### src/rtl/seq_writeback_stage_if.sv
//------------------------------------------------------------------------------
// seq_writeback_stage_if
// Data-memory read channel between the writeback stage and data memory.
//   mem_read_req   stage -> memory  read request, held until ready or abort
//   mem_address    stage -> memory  read address, stable while request is high
//   mem_read_data  memory -> stage  read data, valid while mem_ready is high
//   mem_ready      memory -> stage  read completion
// Modports: master = writeback stage, slave = memory.
//------------------------------------------------------------------------------
interface seq_writeback_stage_if #(
   parameter int ADDRESS_SIZE = 10,
   parameter int DATA_SIZE    = 32
);
   logic                    mem_read_req;
   logic [ADDRESS_SIZE-1:0] mem_address;
   logic [DATA_SIZE-1:0]    mem_read_data;
   logic                    mem_ready;

   modport master (
      output mem_read_req,
      output mem_address,
      input  mem_read_data,
      input  mem_ready
   );

   modport slave (
      input  mem_read_req,
      input  mem_address,
      output mem_read_data,
      output mem_ready
   );
endinterface

### src/rtl/seq_writeback_stage.sv
//------------------------------------------------------------------------------
// seq_writeback_stage
// Consumer end of the EXECUTE stage register. Commits ALU results to an
// 8-entry register file in one cycle; loads issue a req/ready memory read,
// stall upstream until data returns, and abort after TIMEOUT_CYCLES cycles.
// Two read ports with write bypass serve DECODE.
// Ports:
//   i_clk, i_rst                 clock, synchronous active-high reset
//   i_sys_halt                   blocks acceptance while idle
//   i_instruction, i_data_source,
//   i_destination, i_result,
//   i_register_file_write        execute-stage register outputs
//   mem_bus (master)             data-memory read channel
//   o_wb_stall                   high while a load is outstanding
//   i_read_addr_a/_b,
//   o_read_data_a/_b             bypassed register-file read ports
//   o_retire_valid,
//   o_retired_instruction        one-cycle pulse / instruction of last commit
//   o_load_error                 sticky load-timeout flag
//------------------------------------------------------------------------------
module seq_writeback_stage #(
   parameter int ADDRESS_SIZE   = 10,
   parameter int DATA_SIZE      = 32,
   parameter int TIMEOUT_CYCLES = 16
) (
   input  logic                 i_clk,
   input  logic                 i_rst,
   input  logic                 i_sys_halt,
   input  logic [15:0]          i_instruction,
   input  logic                 i_data_source,
   input  logic [2:0]           i_destination,
   input  logic [DATA_SIZE-1:0] i_result,
   input  logic                 i_register_file_write,
   seq_writeback_stage_if.master mem_bus,
   output logic                 o_wb_stall,
   input  logic [2:0]           i_read_addr_a,
   input  logic [2:0]           i_read_addr_b,
   output logic [DATA_SIZE-1:0] o_read_data_a,
   output logic [DATA_SIZE-1:0] o_read_data_b,
   output logic                 o_retire_valid,
   output logic [15:0]          o_retired_instruction,
   output logic                 o_load_error
);

   localparam int CW = (TIMEOUT_CYCLES > 2) ? $clog2(TIMEOUT_CYCLES) : 1;
   localparam logic [CW-1:0] LP_CNT_LAST = CW'(TIMEOUT_CYCLES - 1);
   localparam logic [CW-1:0] LP_CNT_ONE  = CW'(1);

   typedef enum logic [0:0] {
      ST_IDLE      = 1'b0,
      ST_LOAD_WAIT = 1'b1
   } state_t;

   state_t                  r_state;
   state_t                  w_next_state;
   logic [CW-1:0]           r_counter;
   logic [CW-1:0]           w_counter_next;
   logic [2:0]              r_dest;
   logic [15:0]             r_load_instr;
   logic [ADDRESS_SIZE-1:0] r_mem_address;
   logic                    r_mem_read_req;
   logic                    r_wb_stall;
   logic                    r_retire_valid;
   logic [15:0]             r_retired_instruction;
   logic                    r_load_error;
   logic [DATA_SIZE-1:0]    r_regs [8];

   logic                    w_commit_en;
   logic [2:0]              w_commit_idx;
   logic [DATA_SIZE-1:0]    w_commit_data;
   logic [15:0]             w_commit_instr;
   logic                    w_load_start;
   logic                    w_load_abort;
   logic                    w_unused_addr_bits;

   // Upper result bits are not part of the memory address.
   assign w_unused_addr_bits = ^i_result[DATA_SIZE-1:ADDRESS_SIZE];

   // Next-state and commit decode; pipeline inputs only matter in IDLE.
   always_comb begin
      w_next_state   = r_state;
      w_counter_next = r_counter;
      w_commit_en    = 1'b0;
      w_commit_idx   = r_dest;
      w_commit_data  = mem_bus.mem_read_data;
      w_commit_instr = r_load_instr;
      w_load_start   = 1'b0;
      w_load_abort   = 1'b0;
      case (r_state)
         ST_IDLE: begin
            if (i_register_file_write && !i_sys_halt) begin
               if (!i_data_source) begin
                  w_commit_en    = 1'b1;
                  w_commit_idx   = i_destination;
                  w_commit_data  = i_result;
                  w_commit_instr = i_instruction;
               end else begin
                  w_load_start   = 1'b1;
                  w_counter_next = {CW{1'b0}};
                  w_next_state   = ST_LOAD_WAIT;
               end
            end else begin
               w_next_state = ST_IDLE;
            end
         end
         ST_LOAD_WAIT: begin
            // Ready wins over a timeout landing in the same cycle.
            if (mem_bus.mem_ready) begin
               w_commit_en  = 1'b1;
               w_next_state = ST_IDLE;
            end else if (r_counter == LP_CNT_LAST) begin
               w_load_abort = 1'b1;
               w_next_state = ST_IDLE;
            end else begin
               w_counter_next = r_counter + LP_CNT_ONE;
            end
         end
         default: begin
            w_next_state   = ST_IDLE;
            w_counter_next = {CW{1'b0}};
         end
      endcase
   end

   // FSM state register.
   always_ff @(posedge i_clk) begin
      if (i_rst) begin
         r_state <= ST_IDLE;
      end else begin
         r_state <= w_next_state;
      end
   end

   // Load bookkeeping: timeout counter, latched destination/instruction, request.
   always_ff @(posedge i_clk) begin
      if (i_rst) begin
         r_counter      <= {CW{1'b0}};
         r_dest         <= 3'd0;
         r_load_instr   <= 16'h0000;
         r_mem_address  <= {ADDRESS_SIZE{1'b0}};
         r_mem_read_req <= 1'b0;
         r_wb_stall     <= 1'b0;
      end else begin
         r_counter      <= w_counter_next;
         r_mem_read_req <= (w_next_state == ST_LOAD_WAIT);
         r_wb_stall     <= (w_next_state == ST_LOAD_WAIT);
         if (w_load_start) begin
            r_dest        <= i_destination;
            r_load_instr  <= i_instruction;
            r_mem_address <= i_result[ADDRESS_SIZE-1:0];
         end
      end
   end

   // Register file; all eight entries are writable.
   always_ff @(posedge i_clk) begin
      if (i_rst) begin
         for (int i = 0; i < 8; i++) begin
            r_regs[i] <= {DATA_SIZE{1'b0}};
         end
      end else if (w_commit_en) begin
         r_regs[w_commit_idx] <= w_commit_data;
      end
   end

   // Retire pulse and instruction of the most recent commit.
   always_ff @(posedge i_clk) begin
      if (i_rst) begin
         r_retire_valid        <= 1'b0;
         r_retired_instruction <= 16'h0000;
      end else begin
         r_retire_valid <= w_commit_en;
         if (w_commit_en) begin
            r_retired_instruction <= w_commit_instr;
         end
      end
   end

   // Sticky load-timeout flag, cleared only by reset.
   always_ff @(posedge i_clk) begin
      if (i_rst) begin
         r_load_error <= 1'b0;
      end else if (w_load_abort) begin
         r_load_error <= 1'b1;
      end
   end

   // Read ports forward the data being committed this cycle to the same index.
   always_comb begin
      o_read_data_a = r_regs[i_read_addr_a];
      o_read_data_b = r_regs[i_read_addr_b];
      if (w_commit_en && (w_commit_idx == i_read_addr_a)) begin
         o_read_data_a = w_commit_data;
      end else begin
         o_read_data_a = r_regs[i_read_addr_a];
      end
      if (w_commit_en && (w_commit_idx == i_read_addr_b)) begin
         o_read_data_b = w_commit_data;
      end else begin
         o_read_data_b = r_regs[i_read_addr_b];
      end
   end

   assign mem_bus.mem_read_req  = r_mem_read_req;
   assign mem_bus.mem_address   = r_mem_address;
   assign o_wb_stall            = r_wb_stall;
   assign o_retire_valid        = r_retire_valid;
   assign o_retired_instruction = r_retired_instruction;
   assign o_load_error          = r_load_error;

endmodule
### src/flat_wrapper.sv
// flat-port wrapper written by rule: the top's interface ports become plain ports
module seq_writeback_stage_flat 
#(
   parameter int ADDRESS_SIZE   = 10,
   parameter int DATA_SIZE      = 32,
   parameter int TIMEOUT_CYCLES = 16
)
  (i_clk, i_rst, i_sys_halt, i_instruction, i_data_source, i_destination, i_result, i_register_file_write, o_wb_stall, i_read_addr_a, i_read_addr_b, o_read_data_a, o_read_data_b, o_retire_valid, o_retired_instruction, o_load_error, mem_bus_mem_read_req, mem_bus_mem_address, mem_bus_mem_read_data, mem_bus_mem_ready);
  seq_writeback_stage_if #(.ADDRESS_SIZE(ADDRESS_SIZE), .DATA_SIZE(DATA_SIZE)) mem_bus_i ();
  input  logic i_clk;
  input  logic i_rst;
  input  logic i_sys_halt;
  input  logic [15:0] i_instruction;
  input  logic i_data_source;
  input  logic [2:0] i_destination;
  input  logic [DATA_SIZE-1:0] i_result;
  input  logic i_register_file_write;
  output logic o_wb_stall;
  input  logic [2:0] i_read_addr_a;
  input  logic [2:0] i_read_addr_b;
  output logic [DATA_SIZE-1:0] o_read_data_a;
  output logic [DATA_SIZE-1:0] o_read_data_b;
  output logic o_retire_valid;
  output logic [15:0] o_retired_instruction;
  output logic o_load_error;
  output wire logic [$bits(mem_bus_i.mem_read_req)-1:0] mem_bus_mem_read_req;
  output wire logic [$bits(mem_bus_i.mem_address)-1:0] mem_bus_mem_address;
  input wire logic [$bits(mem_bus_i.mem_read_data)-1:0] mem_bus_mem_read_data;
  input wire logic [$bits(mem_bus_i.mem_ready)-1:0] mem_bus_mem_ready;
  assign mem_bus_mem_read_req = mem_bus_i.mem_read_req;
  assign mem_bus_mem_address = mem_bus_i.mem_address;
  assign mem_bus_i.mem_read_data = mem_bus_mem_read_data;
  assign mem_bus_i.mem_ready = mem_bus_mem_ready;
  seq_writeback_stage #(.ADDRESS_SIZE(ADDRESS_SIZE), .DATA_SIZE(DATA_SIZE), .TIMEOUT_CYCLES(TIMEOUT_CYCLES)) u_core (.i_clk(i_clk), .i_rst(i_rst), .i_sys_halt(i_sys_halt), .i_instruction(i_instruction), .i_data_source(i_data_source), .i_destination(i_destination), .i_result(i_result), .i_register_file_write(i_register_file_write), .mem_bus(mem_bus_i), .o_wb_stall(o_wb_stall), .i_read_addr_a(i_read_addr_a), .i_read_addr_b(i_read_addr_b), .o_read_data_a(o_read_data_a), .o_read_data_b(o_read_data_b), .o_retire_valid(o_retire_valid), .o_retired_instruction(o_retired_instruction), .o_load_error(o_load_error));
endmodule
### config.mk
export PLATFORM = sky130hd
export DESIGN_NAME = seq_writeback_stage_flat
export DESIGN_NICKNAME = d
export VERILOG_FILES = /design/src/rtl/seq_writeback_stage_if.sv /design/src/rtl/seq_writeback_stage.sv /design/src/flat_wrapper.sv
export SDC_FILE = /design/constraint.sdc
export NUM_CORES = 1
export LEC_CHECK = 0
export ABC_AREA = 1
export BUFFER_PORTS_ARGS = -buffer_cell sky130_fd_sc_hd__buf_2
export CORE_MARGIN = 1
export CORE_UTILIZATION = 25
export CTS_CLUSTER_DIAMETER = 120
export DETAILED_ROUTE_END_ITERATION = 6
export GPL_TIMING_DRIVEN = 0
export SLEW_MARGIN = 10
export SYNTH_ARGS = -nofsm -noshare
export SYNTH_HDL_FRONTEND = slang
export SYNTH_SLANG_ARGS = --single-unit
export TNS_END_PERCENT = 100
### constraint.sdc
create_clock -name i_clk -period 2.5 [get_ports i_clk]
set_input_delay 0.25 -clock i_clk [delete_from_list [all_inputs] [get_ports i_clk]]
set_output_delay 0.25 -clock i_clk [all_outputs]
set_load 0.01 [all_outputs]
# Word level (Yosys, flattened, before mapping)
# Memory sizes are Yosys's and may differ from the RTL's.
# Index checks and enable logic that the tools add are counted.
# op_classes
addsub	1
n_eq_ne	7
mux	37
bitwise	1
n_reduce_logical	6
# ops
operator	n
$mux W32	6
$mux W16	3
$reduce_or A32 Y1	1
$mux W1	17
$mux W4	4
$mux W3	4
$pmux W4 S2	1
$eq A3 B3 Y1	2
$ne A2 B2 Y1 const B	3
$add A4 B1 Y4 const B	1
$eq A4 B4 Y1 const B	1
$pmux W1 S2	2
$reduce_and A4 Y1	1
$logic_and A1 B1 Y1	3
$ne A2 B1 Y1 const B	1
$logic_not A1 Y1	1
$not A1 Y1	1
# totals
register_bits	52
ram_bits	256
inputBits	95
out_inout_bits	94
elab_cells	61
mem_count	1
# mem_list
name	words	word_bits	read_ports	rd_ports_with_merged_regs	wr	line_no	rtl
u_core.r_regs	8	32	2	0	8	seq_writeback_stage.sv:66	logic [DATA_SIZE-1:0] r_regs [8];

# Depth between registers and ports, before layout
# Gate-level depths: netlist (run 1).
# logic_depth
depth_word	9
ltp_mapped	11
depth_no_buf	10

# Worst setup path before layout (run 1)
# Ideal clock, no wire load.
# synth_timing
kind	register to register
startpoint	register u_core.r_state
endpoint	memory u_core.r_regs[3][0] (enable)
setup_time_ns	0.389
arrival_time_ns	2.055
required_time_ns	2.111
path_slack_ns	0.056
path_stages_with_launch	8
path_buffers	1
synth_period_minus_slack_ns	2.444
cell_sequence	dfxtp_1 -> nand2_1 -> nand2_2 -> nand2_2 -> a21oi_4 -> nand2_2 -> buf_2 -> nand2_1
# synth_lines
item	line_no	rtl
start, declared	seq_writeback_stage.sv:54	state_t r_state;
start signal, assigned	seq_writeback_stage.sv:130	r_state <= w_next_state;
end, declared	seq_writeback_stage.sv:66	

# Worst setup path in the final report (run 1)
# layout_timing
startpoint	input port i_read_addr_a[2]
endpoint	output port o_read_data_a[13]
# layout_via
elab_chain_len	3
elab_cells_between_ends	4
classes_between	1 x eq/ne; 1 x mux; 1 x reduce/logical; 1 x memory
# layout_rtl
item	line_no	rtl
start, declared	flat_wrapper.sv:19	input logic [2:0] i_read_addr_a;
branches (longest 2 deep; another with $mem_v2 Z8 W32)	--	
$mux W32 *	seq_writeback_stage.sv:192	if (w_commit_en && (w_commit_idx == i_read_addr_a)) begin
end, declared	flat_wrapper.sv:21	output logic [DATA_SIZE-1:0] o_read_data_a;
# Mark *: on every way between the ends.

==> results_dict.tcl, run 1 <==
set metrics [dict create \
    ir_drop_mv 0.436 \
    grt_max_degree 33 \
    die_h_um 265 \
    avgSynthCellArea_um2 8.16 \
    use_met2 0.296 \
    worstPathRequired_ns 2.25 \
    multi_input_area_um2 7380 \
    finalClockSkew_ns 0.0268 \
    synth-seq-area-share 0.507 \
    cts.htree.levels 2 \
    critical_path_peak_fanout 10 \
    syn_nets 2208 \
    antenna_found_initial 2 \
    min_to "u_core.r_load_instr[11]$_SDFFE_PP0P_" \
    wl_per_cell_um 20.5 \
    leakage_nw 8.89 \
    vias 16440 \
    power_density_nw_per_um2 615 \
    place_inst 3174 \
    drv_cap 0 \
    portBuffers 182 \
    p_comb_frac 0.175 \
    gp_congestion 0.877 \
    drt_pass1_iterations 6 \
    drt.antenna.violating_nets 0 \
    clock-root-buffer "clkbuf_16" \
    whs_path_depth 3 \
    grt_pass1_wl_um 98300 \
    synthCells 2112 \
    p_clk_frac 0.389 \
    critPathLaunchType "input port" \
    fp-row-count 95 \
    start_util 0.255 \
    synth_top_area_frac 0.446 \
    grt_pass1_vias 15608 \
    status "finished with violations" \
    cp.arrival_ns 2.48 \
    power_mw 13.4 \
    period_needed_ns 2.73 \
    r2r_end "u_core.r_regs[7][16]$_SDFFCE_PN0P_" \
    clock_path_buffers 3 \
    netlist_area_um2 17200 \
    ys_warn_count 0 \
    seq_power_share 0.437 \
    worstSetupPathType "in -> out" \
    ys_types 27 \
    max_freq_ghz 0.366 \
    synth_area_leader_cell "edfxtp_1" \
    clk_pin_slew_ns 0.05 \
    min_path_type "in -> reg" \
    synth.area.top_cells "edfxtp_1, o21ai_0, nor2_1" \
    setup_viol 64 \
    maxSlewViolCount 0 \
    remaining_drc_errors 0 \
    rsz0062_at_grt "yes" \
    r2r_start "u_core.r_state$_SDFF_PP0_" \
    dieArea_um2 70000 \
    num-nets-final 2483 \
    fill_cells 7043 \
    use_met3 0.0467 \
    finalHoldViolCount 0 \
    p_int_mw 9.51 \
    reg2reg_slack_ns 0.09 \
    clock_latency_ns 0.56 \
    drive_gt1_frac 0.185 \
    dieWidth_um 265 \
    setup_slack_ns -0.235 \
    wl_um 67400 \
    failed_checks "negative setup slack" \
    slew_headroom 0.328 \
    gr-total-overflow 0 \
    use_met1 0.246 \
    grt.busiest_layer "met2" \
    fin_crit_sh 1.09 \
    min_from "i_instruction[11]" \
    setup_tns_ns -12.36 \
    netSwitchingFraction 0.289 \
    endpoint_kind "output port" \
    core_um2 67600 \
    gr-usage-all-layers 0.187 \
    final_cells 3285 \
    viasPerCell 5.00 \
    ios 189 \
    regArea_um2 8730 \
    area_growth_syn_to_layout_pct 26.0 \
    reg2reg_depth 11 \
    cts_buffers 38 \
    tightest_slew_ns 1.01 \
    cts.sinks 308 \
    startpoint "i_read_addr_a[2]" \
    ys_seq_elements 308 \
    p_sw_mw 3.85 \
    drt-initial-drc-count 1741 \
    dp_hpwl_um 47700 \
    cts_tree "built" \
]
layout make-up:
class	count	area share
flip-flops and latches	308	0.402
multi-input cells	1441	0.340
plain buffers	165	0.0402
inverters	197	0.0341
well taps	873	0.0503
clock buffers	51	0.0485
diodes	1	0.000115
clock inverters	13	0.00340
repair buffers	236	0.0813
layout by cell type, fill, tap and decap left out, types with 4 or more instances in the layout:
cell           count
clkinv_2           8
buf_16             4
o211ai_1          64
buf_1              7
nand3_2            8
inv_1            195
buf_4             39
clkbuf_1          87
nand2_2           45
nand3_1          154
o21a_1            91
nor2_1           366
a21oi_1          165
nand2_1          200
clkbuf_16         41
edfxtp_1         256
buf_12            12
o21ai_0          300
nand2_4           13
dfxtp_1           51
dlygate4sd3_1     21
buf_2            201
nor2_4             7
buf_6             35
nand2_8           11
cell usage after synthesis:
master and count:
edfxtp_1 256, o21a_1 96, nand2_1 256, dfxtp_1 52, a21oi_4 2, nor2_1 369, a31oi_1 1, nor3_1 3
a21oi_1 165, buf_6 7, nand2_2 10, buf_1 7, nor2_8 1, nand2_4 3, nor2_4 5, o21ai_0 300
buf_4 14, nand3_2 1, buf_2 60, ha_1 1, o211ai_1 64, inv_1 195, nand3_4 1, nand3_1 162
inv_2 2, and3_1 1, clkbuf_1 78
routing by layer:
metal | wire length (µm) | vias up
met3 | 6730 | 128
met5 | 8 | -
li1 | - | 7719
met4 | 2230 | 2
met1 | 28400 | 7741
met2 | 30100 | 850
worst max-delay path, stage by stage:
cell and delay [ns]:
clkbuf_1 0.57, inv_1 0.47, nand3_1 0.23, nand2_2 0.09, nor2_4 0.16, buf_12 0.15
nand2_8 0.10, buf_12 0.17, nand2_1 0.07, nand2_1 0.07, buf_6 0.13
worst max path at each step:
stage,to,slack (ns),cells past startpoint
5_1_grt,o_read_data_b[1],-0.29,13
2_1_floorplan,u_core.r_regs[3][0]$_SDFFCE_PN0P_,0.06,7
4_1_cts,o_read_data_b[21],-0.17,13
6_report,o_read_data_a[13],-0.23,11
3_3_place_gp,u_core.r_regs[3][18]$_SDFFCE_PN0P_,-1.18,7
3_5_place_dp,o_read_data_b[21],-0.37,10
timing repair:
item | CTS | global route
cloned | 2 | 1
endpoints found under the hold margin | 22 | 0
hold buffers | 21 | 0
pin swaps | 13 | 18
buffers inserted | 16 | 8
endpoints found under the setup margin | 310 | 225
gates resized for setup | 94 | 78
power groups by stage:
| stage | combinational [mW] | clock (mW) | sequential, mW |
|---|---|---|---|
| 6_report | 2.33 | 5.20 | 5.83 |
| 5_1_grt | 2.51 | 5.40 | 5.85 |
| 4_1_cts | 2.21 | 5.22 | 5.83 |
| 3_5_place_dp | 2.05 | 0 | 5.94 |
| 3_3_place_gp | 2.00 | 0 | 5.94 |
| 2_1_floorplan | 1.17 | 0 | 5.93 |
kinds of logic after synthesis:
kind of cell,count (synthesis),synth area share
buffers and inverters,363,0.0895
AND/OR/NAND/NOR,812,0.196
AO/OA/AOI/OAI,628,0.207
flip-flops,308,0.507
adder cells (fa/ha/maj),1,0.000726
state kept, by name, indices dropped and copies added (netlist names):
name,cells
u_core.r_regs,256
u_core.mem_bus.mem_address,10
u_core.r_state,1
u_core.o_load_error,1
u_core.r_load_instr,16
u_core.o_retired_instruction,16
u_core.r_counter,4
u_core.o_retire_valid,1
u_core.r_dest,3
metrics by stage:
| step | util | worst slack [ns] | instance area (µm²) | hold slack [ns] |
|---|---|---|---|---|
| 6_report | 0.321 | -0.235 | 21700 | 0.0221 |
| 5_1_grt | 0.321 | -0.286 | 21700 | 0.0427 |
| 4_1_cts | 0.315 | -0.175 | 21300 | 0.00220 |
| 3_5_place_dp | 0.287 | -0.366 | 19400 | 0.441 |
| 3_3_place_gp | 0.284 | -1.18 | 19200 | 0.440 |
| 2_1_floorplan | - | 0.0559 | 17200 | 0.415 |
Note: power is estimated with default switching activity, not from simulation.
==> run 2, diff against run 1 <==
Settings changed: CORE_ASPECT_RATIO set to 1.2, CORE_MARGIN 1 to 1.5, SETUP_SLACK_MARGIN set to 0.2.
==> run 2 against run 1 <==
  * The run still ends with negative setup slack left
  * First-iteration DRC count up 2.7%
  * Count of clock-buffer cells in the layout down 7
  * Non-clock buffer count is 3 lower
  * Critical path type unchanged
==> results_dict.tcl, run 2 (synthesis gave the netlist of run 1 again) <==
set metrics [dict create \
    status "finished with violations" \
    failed_checks "negative setup slack" \
    rsz0062_at_grt "yes" \
    use_met3 0.0405 \
    start_util 0.252 \
    cp_top_family "buffers and inverters" \
    dieArea_um2 70500 \
    finalHoldViolCount 0 \
    clock_latency_ns 0.56 \
    cp.arrival_ns 2.45 \
    cts_buffers 37 \
    drt-initial-drc-count 1788 \
    crit_chain "clkbuf_1 > inv_1 > nand3_1 > nand2_2 > nor2_4 > buf_12 > nand2_8 > clkbuf_16 > nand2_2 > nand2_2 > buf_6" \
    power_density_nw_per_um2 610 \
    period_needed_ns 2.70 \
    grt_max_degree 33 \
    vias 17227 \
    fin_crit_sh 1.08 \
    critical_path_peak_fanout 8 \
    setup_viol 64 \
    cts.htree.levels 2 \
    cp_slowest_cell "clkbuf_1" \
    dieWidth_um 243 \
    final_cells 3336 \
    min_path_type "in -> reg" \
    ios 189 \
    drive_gt1_frac 0.211 \
    gr-usage-all-layers 0.188 \
    max_freq_ghz 0.371 \
    core_um2 68300 \
    worstPathRequired_ns 2.25 \
    layout_commonest_cell "nor2_1" \
    slew_headroom 0.0873 \
    ir_drop_mv 0.374 \
    antenna_found_initial 5 \
    portBuffers 182 \
    clk_pin_slew_ns 0.06 \
    setup_slack_ns -0.195 \
    critPathLaunchType "input port" \
    clock-root-buffer "clkbuf_16" \
    remaining_drc_errors 0 \
    dp_hpwl_um 46700 \
    maxSlewViolCount 0 \
    grt_pass1_vias 16247 \
    grt.busiest_layer "met2" \
    cts_tree "built" \
    cts.sinks 308 \
    grt_pass1_wl_um 101000 \
    place_inst 3203 \
    area_growth_syn_to_layout_pct 30.5 \
    gr-total-overflow 0 \
    regMostFlops "u_core.r_regs" \
    fp-row-count 105 \
    finalClockSkew_ns 0.0277 \
    use_met2 0.311 \
    use_met1 0.239 \
    die_h_um 291 \
    drv_cap 0 \
    final_util 0.329 \
    final_cell_mix "nor2_1, o21ai_0, edfxtp_1" \
    drt.antenna.violating_nets 0 \
    clock_path_buffers 3 \
    crit_buf_inv 5 \
    max_stage_delay_ns 0.59 \
    endpoint_kind "output port" \
    num-nets-final 2496 \
    leakage_nw 9.15 \
    largest_register_ffs 256 \
    tightest_slew_ns 1.37 \
    worstSetupPathType "in -> out" \
    gp_congestion 0.908 \
    crit_top_cell "nand2_2" \
    viasPerCell 5.16 \
    wl_um 71600 \
    drt_pass1_iterations 6 \
    wl_per_cell_um 21.5 \
]
## run 2: changes by cell type in the layout (fill, tap and decap cells not counted), sizes merged
cell	change
nand2	+17
dlygate4sd3	-13
buf	+7
clkbuf	-4
clkinv	+4
bufinv	+3
clkinvlp	+1
diode	+1
inv	-1
## run 2: worst register-to-register path: stages, from the launching register on
cell	delay, ns
dfxtp_4	0.36
nor2_4	0.18
nand2_4	0.16
nand2_2	0.17
nand2_2	0.13
a21oi_4	0.22
nand2_2	0.19
clkbuf_4	0.30
nand2_8	0.24
## run 2: timing repair
action,CTS,global route
hold endpoints to repair,8,0
setup buffers,20,16
cloned,7,16
hold buffers,8,0
resized for setup,117,161
endpoints found under the setup margin,560,303
pin swaps,15,26
## run 2: path summary, 6_finish.rpt
| kind | start | slack [ns] | cells past startpoint | endpoint |
|---|---|---|---|---|
| worst max-delay path | i_read_addr_b[2] | -0.20 | 11 | o_read_data_b[6] |
| worst min-delay path | i_result[6] | 0.01 | 3 | u_core.mem_bus.mem_address[6]$_SDFFE_PP0P_ |
| worst max register to register | u_core.r_state$_SDFF_PP0_ | 0.21 | 8 | u_core.r_regs[6][14]$_SDFFCE_PN0P_ |
| worst min register to register | u_core.r_load_instr[4]$_SDFFE_PP0P_ | 0.45 | 2 | u_core.r_load_instr[4]$_SDFFE_PP0P_ |
## run 2: layer usage
layer / vias to the layer above / wire length (µm)
met5: - / 62
met4: 10 / 3260
met3: 217 / 7900
met2: 1147 / 33000
met1: 8096 / 27400
li1: 7757 / -
## run 2: layout make-up
| cell class | count | area [µm²] |
|---|---|---|
| Buffer | 166 | 968 |
| Clock buffer | 44 | 986 |
| Timing Repair Buffer | 232 | 1800 |
| Sequential cell | 308 | 8730 |
| Tap cell | 909 | 1140 |
| Clock inverter | 20 | 194 |
| Fill cell | 7239 | 45800 |
| Multi-Input combinational cell | 1458 | 7920 |
| Inverter | 197 | 739 |
| Antenna cell | 2 | 5.00 |
## run 2: metrics by stage
step / total power, mW / setup TNS, ns / worst slack [ns] / hold slack (ns) / cell area (µm²)
global placement: 7.95 / -141.16 / -0.627 / 0.438 / 19300
global route: 14.1 / -12.89 / -0.265 / 0.0254 / 22500
detailed placement: 7.96 / -142.69 / -0.655 / 0.442 / 19300
finish: 13.7 / -9.13 / -0.195 / 0.0148 / 22500
floorplan: 7.10 / 0 / 0.359 / 0.415 / 17200
CTS: 13.4 / -5.66 / -0.159 / 0.00179 / 21400
## run 2: power by group
part           switching [mW]  internal, mW
clock network            2.23          3.13
logic                    1.64         0.873
registers              0.0851          5.75
==> run 3, diff against run 2 <==
Settings changed: CORE_ASPECT_RATIO 1.2 to 0.8, SKIP_LAST_GASP set to 1.
==> run 3 against run 2 <==
  * The flow still finishes with violations (negative setup slack)
  * Combinational power hardly changed
  * Register-to-register slack hardly changed
  * Sequential power barely moved
  * Non-clock buffer count down 9
  * Largest power group unchanged
==> results_dict.tcl, run 3 (synthesis gave the netlist of run 1 again) <==
set metrics [dict create \
    die_h_um 238 \
    cp_top_family "simple AND/OR/NAND/NOR gates" \
    clock_latency_ns 0.56 \
    dieArea_um2 70500 \
    drt.antenna.violating_nets 0 \
    start_util 0.254 \
    drive_gt1_frac 0.208 \
    worstSetupPathType "reg -> out" \
    setup_viol 64 \
    cts.htree.levels 2 \
    max_stage_delay_ns 0.36 \
    layout_commonest_cell "nor2_1" \
    grt_pass1_vias 15885 \
    fp-row-count 85 \
    finalHoldViolCount 0 \
    wl_per_cell_um 21.2 \
    rsz0062_at_grt "yes" \
    final_util 0.328 \
    core_um2 67700 \
    viasPerCell 5.17 \
    area_growth_syn_to_layout_pct 29.1 \
    final_area_um2 22200 \
    ios 189 \
    drv_cap 0 \
    slew_headroom 0.235 \
    fill_cells 7093 \
    dieWidth_um 297 \
    worstPathRequired_ns 2.25 \
    drt-initial-drc-count 2378 \
    cts.sinks 308 \
    drt_pass1_iterations 6 \
    max_freq_ghz 0.377 \
    wl_um 70600 \
    place_worst_setup_slack_ns -0.585 \
    dpl_cell_area_um2 19300 \
    num-nets-final 2483 \
    cts_tree "built" \
    clock-root-buffer "clkbuf_16" \
    critPathLaunchType "flop" \
    final_cells 3329 \
    antenna_found_initial 5 \
    cp_slowest_cell "dfxtp_4" \
    gr-total-overflow 0 \
    maxSlewViolCount 0 \
    place_inst 3207 \
    largest_register_ffs 256 \
    cp.arrival_ns 2.40 \
    setup_tns_ns -7.50 \
    endpoint_kind "output port" \
    final_cell_mix "nor2_1, o21ai_0, edfxtp_1" \
    clock_path_buffers 3 \
    min_path_type "in -> reg" \
    finalClockSkew_ns 0.0177 \
    crit_chain "nor2_4 > buf_6 > nand3_4 > nand3_2 > nand2_2 > nor2_4 > buf_12 > nand2_8 > buf_12 > nand2_4 > nand2_4 > buf_6" \
    remaining_drc_errors 0 \
    tightest_slew_ns 1.15 \
    power_density_nw_per_um2 606 \
    clk_pin_slew_ns 0.06 \
    vias 17199 \
    leakage_nw 8.99 \
    status "finished with violations" \
    ir_drop_mv 0.460 \
    setup_slack_ns -0.154 \
    fin_crit_sh 1.06 \
    dp_hpwl_um 46500 \
    failed_checks "negative setup slack" \
    grt_max_degree 33 \
    portBuffers 182 \
    gp_congestion 0.894 \
    grt_pass1_wl_um 100000 \
    cts_buffers 36 \
    period_needed_ns 2.65 \
    gr-usage-all-layers 0.190 \
    critical_path_peak_fanout 6 \
    regMostFlops "u_core.r_regs" \
    crit_buf_inv 4 \
]
[run 3: cell count changes in the layout (fill, tap and decap cells not counted), moves of 3 or more]
cell       delta
nand2_2      -13
nand2_8      -10
buf_2         +9
clkbuf_16     -5
clkbuf_1      +3
buf_4        -11
clkinv_1      +3
nand2_4      +31
clkbuf_8      -3
nand2_1      -11
buf_8         -5
[run 3: per-layer routing]
layer,vias to the layer above,part of all wire,global-route usage
li1,7759,-,-
met1,8143,0.42,0.274
met2,1144,0.42,0.274
met3,145,0.13,0.0508
met4,8,0.027,0.0544
met5,-,0.00077,0
[run 3: what timing repair did]
| action | in CTS | in global routing |
|---|---|---|
| gates cloned | 6 | 13 |
| setup endpoints to repair | 560 | 320 |
| resized for setup | 164 | 115 |
| hold buffers | 8 | 0 |
| pin swaps | 27 | 23 |
| setup buffers | 21 | 7 |
| hold endpoints to repair | 8 | 0 |
[run 3: per-stage QoR]
step                hold WS, ns  total power, mW
floorplan                 0.415             7.10
global placement          0.438             7.93
detailed placement        0.440             7.95
CTS                    0.000810             13.2
global route             0.0237             13.9
finish                  0.00681             13.5
[run 3: where the power goes]
part | internal, mW | switching, mW
registers | 5.75 | 0.0850
clock network | 2.88 | 2.26
logic | 0.857 | 1.63
total | 9.49 | 3.98
[run 3: path summary, 6_finish.rpt]
path	startpoint	end	slack (ns)	depth (start not counted)
hold reg to reg	u_core.r_load_instr[4]$_SDFFE_PP0P_	u_core.r_load_instr[4]$_SDFFE_PP0P_	0.45	2
hold / removal	i_instruction[9]	u_core.r_load_instr[9]$_SDFFE_PP0P_	0.007	3
setup reg to reg	u_core.r_state$_SDFF_PP0_	u_core.r_regs[4][8]$_SDFFCE_PN0P_	0.20	9
setup / recovery	u_core.r_state$_SDFF_PP0_	o_read_data_b[25]	-0.15	12
[run 3: area by class of cell]
type	instances	area, µm²	share of cell area
sequential	308	8730	0.393
multi-input combinational	1455	7900	0.355
timing repair buffer	223	1670	0.0753
tap	913	1140	0.0514
clock buffer	43	931	0.0419
buffer	166	928	0.0417
inverter	197	739	0.0333
clock inverter	22	183	0.00821
antenna	2	5.00	0.000225
[run 3: worst min-delay path, stage by stage]
cell and delay (ns):
buf_2 0.09, o21ai_0 0.07, a21oi_1 0.10
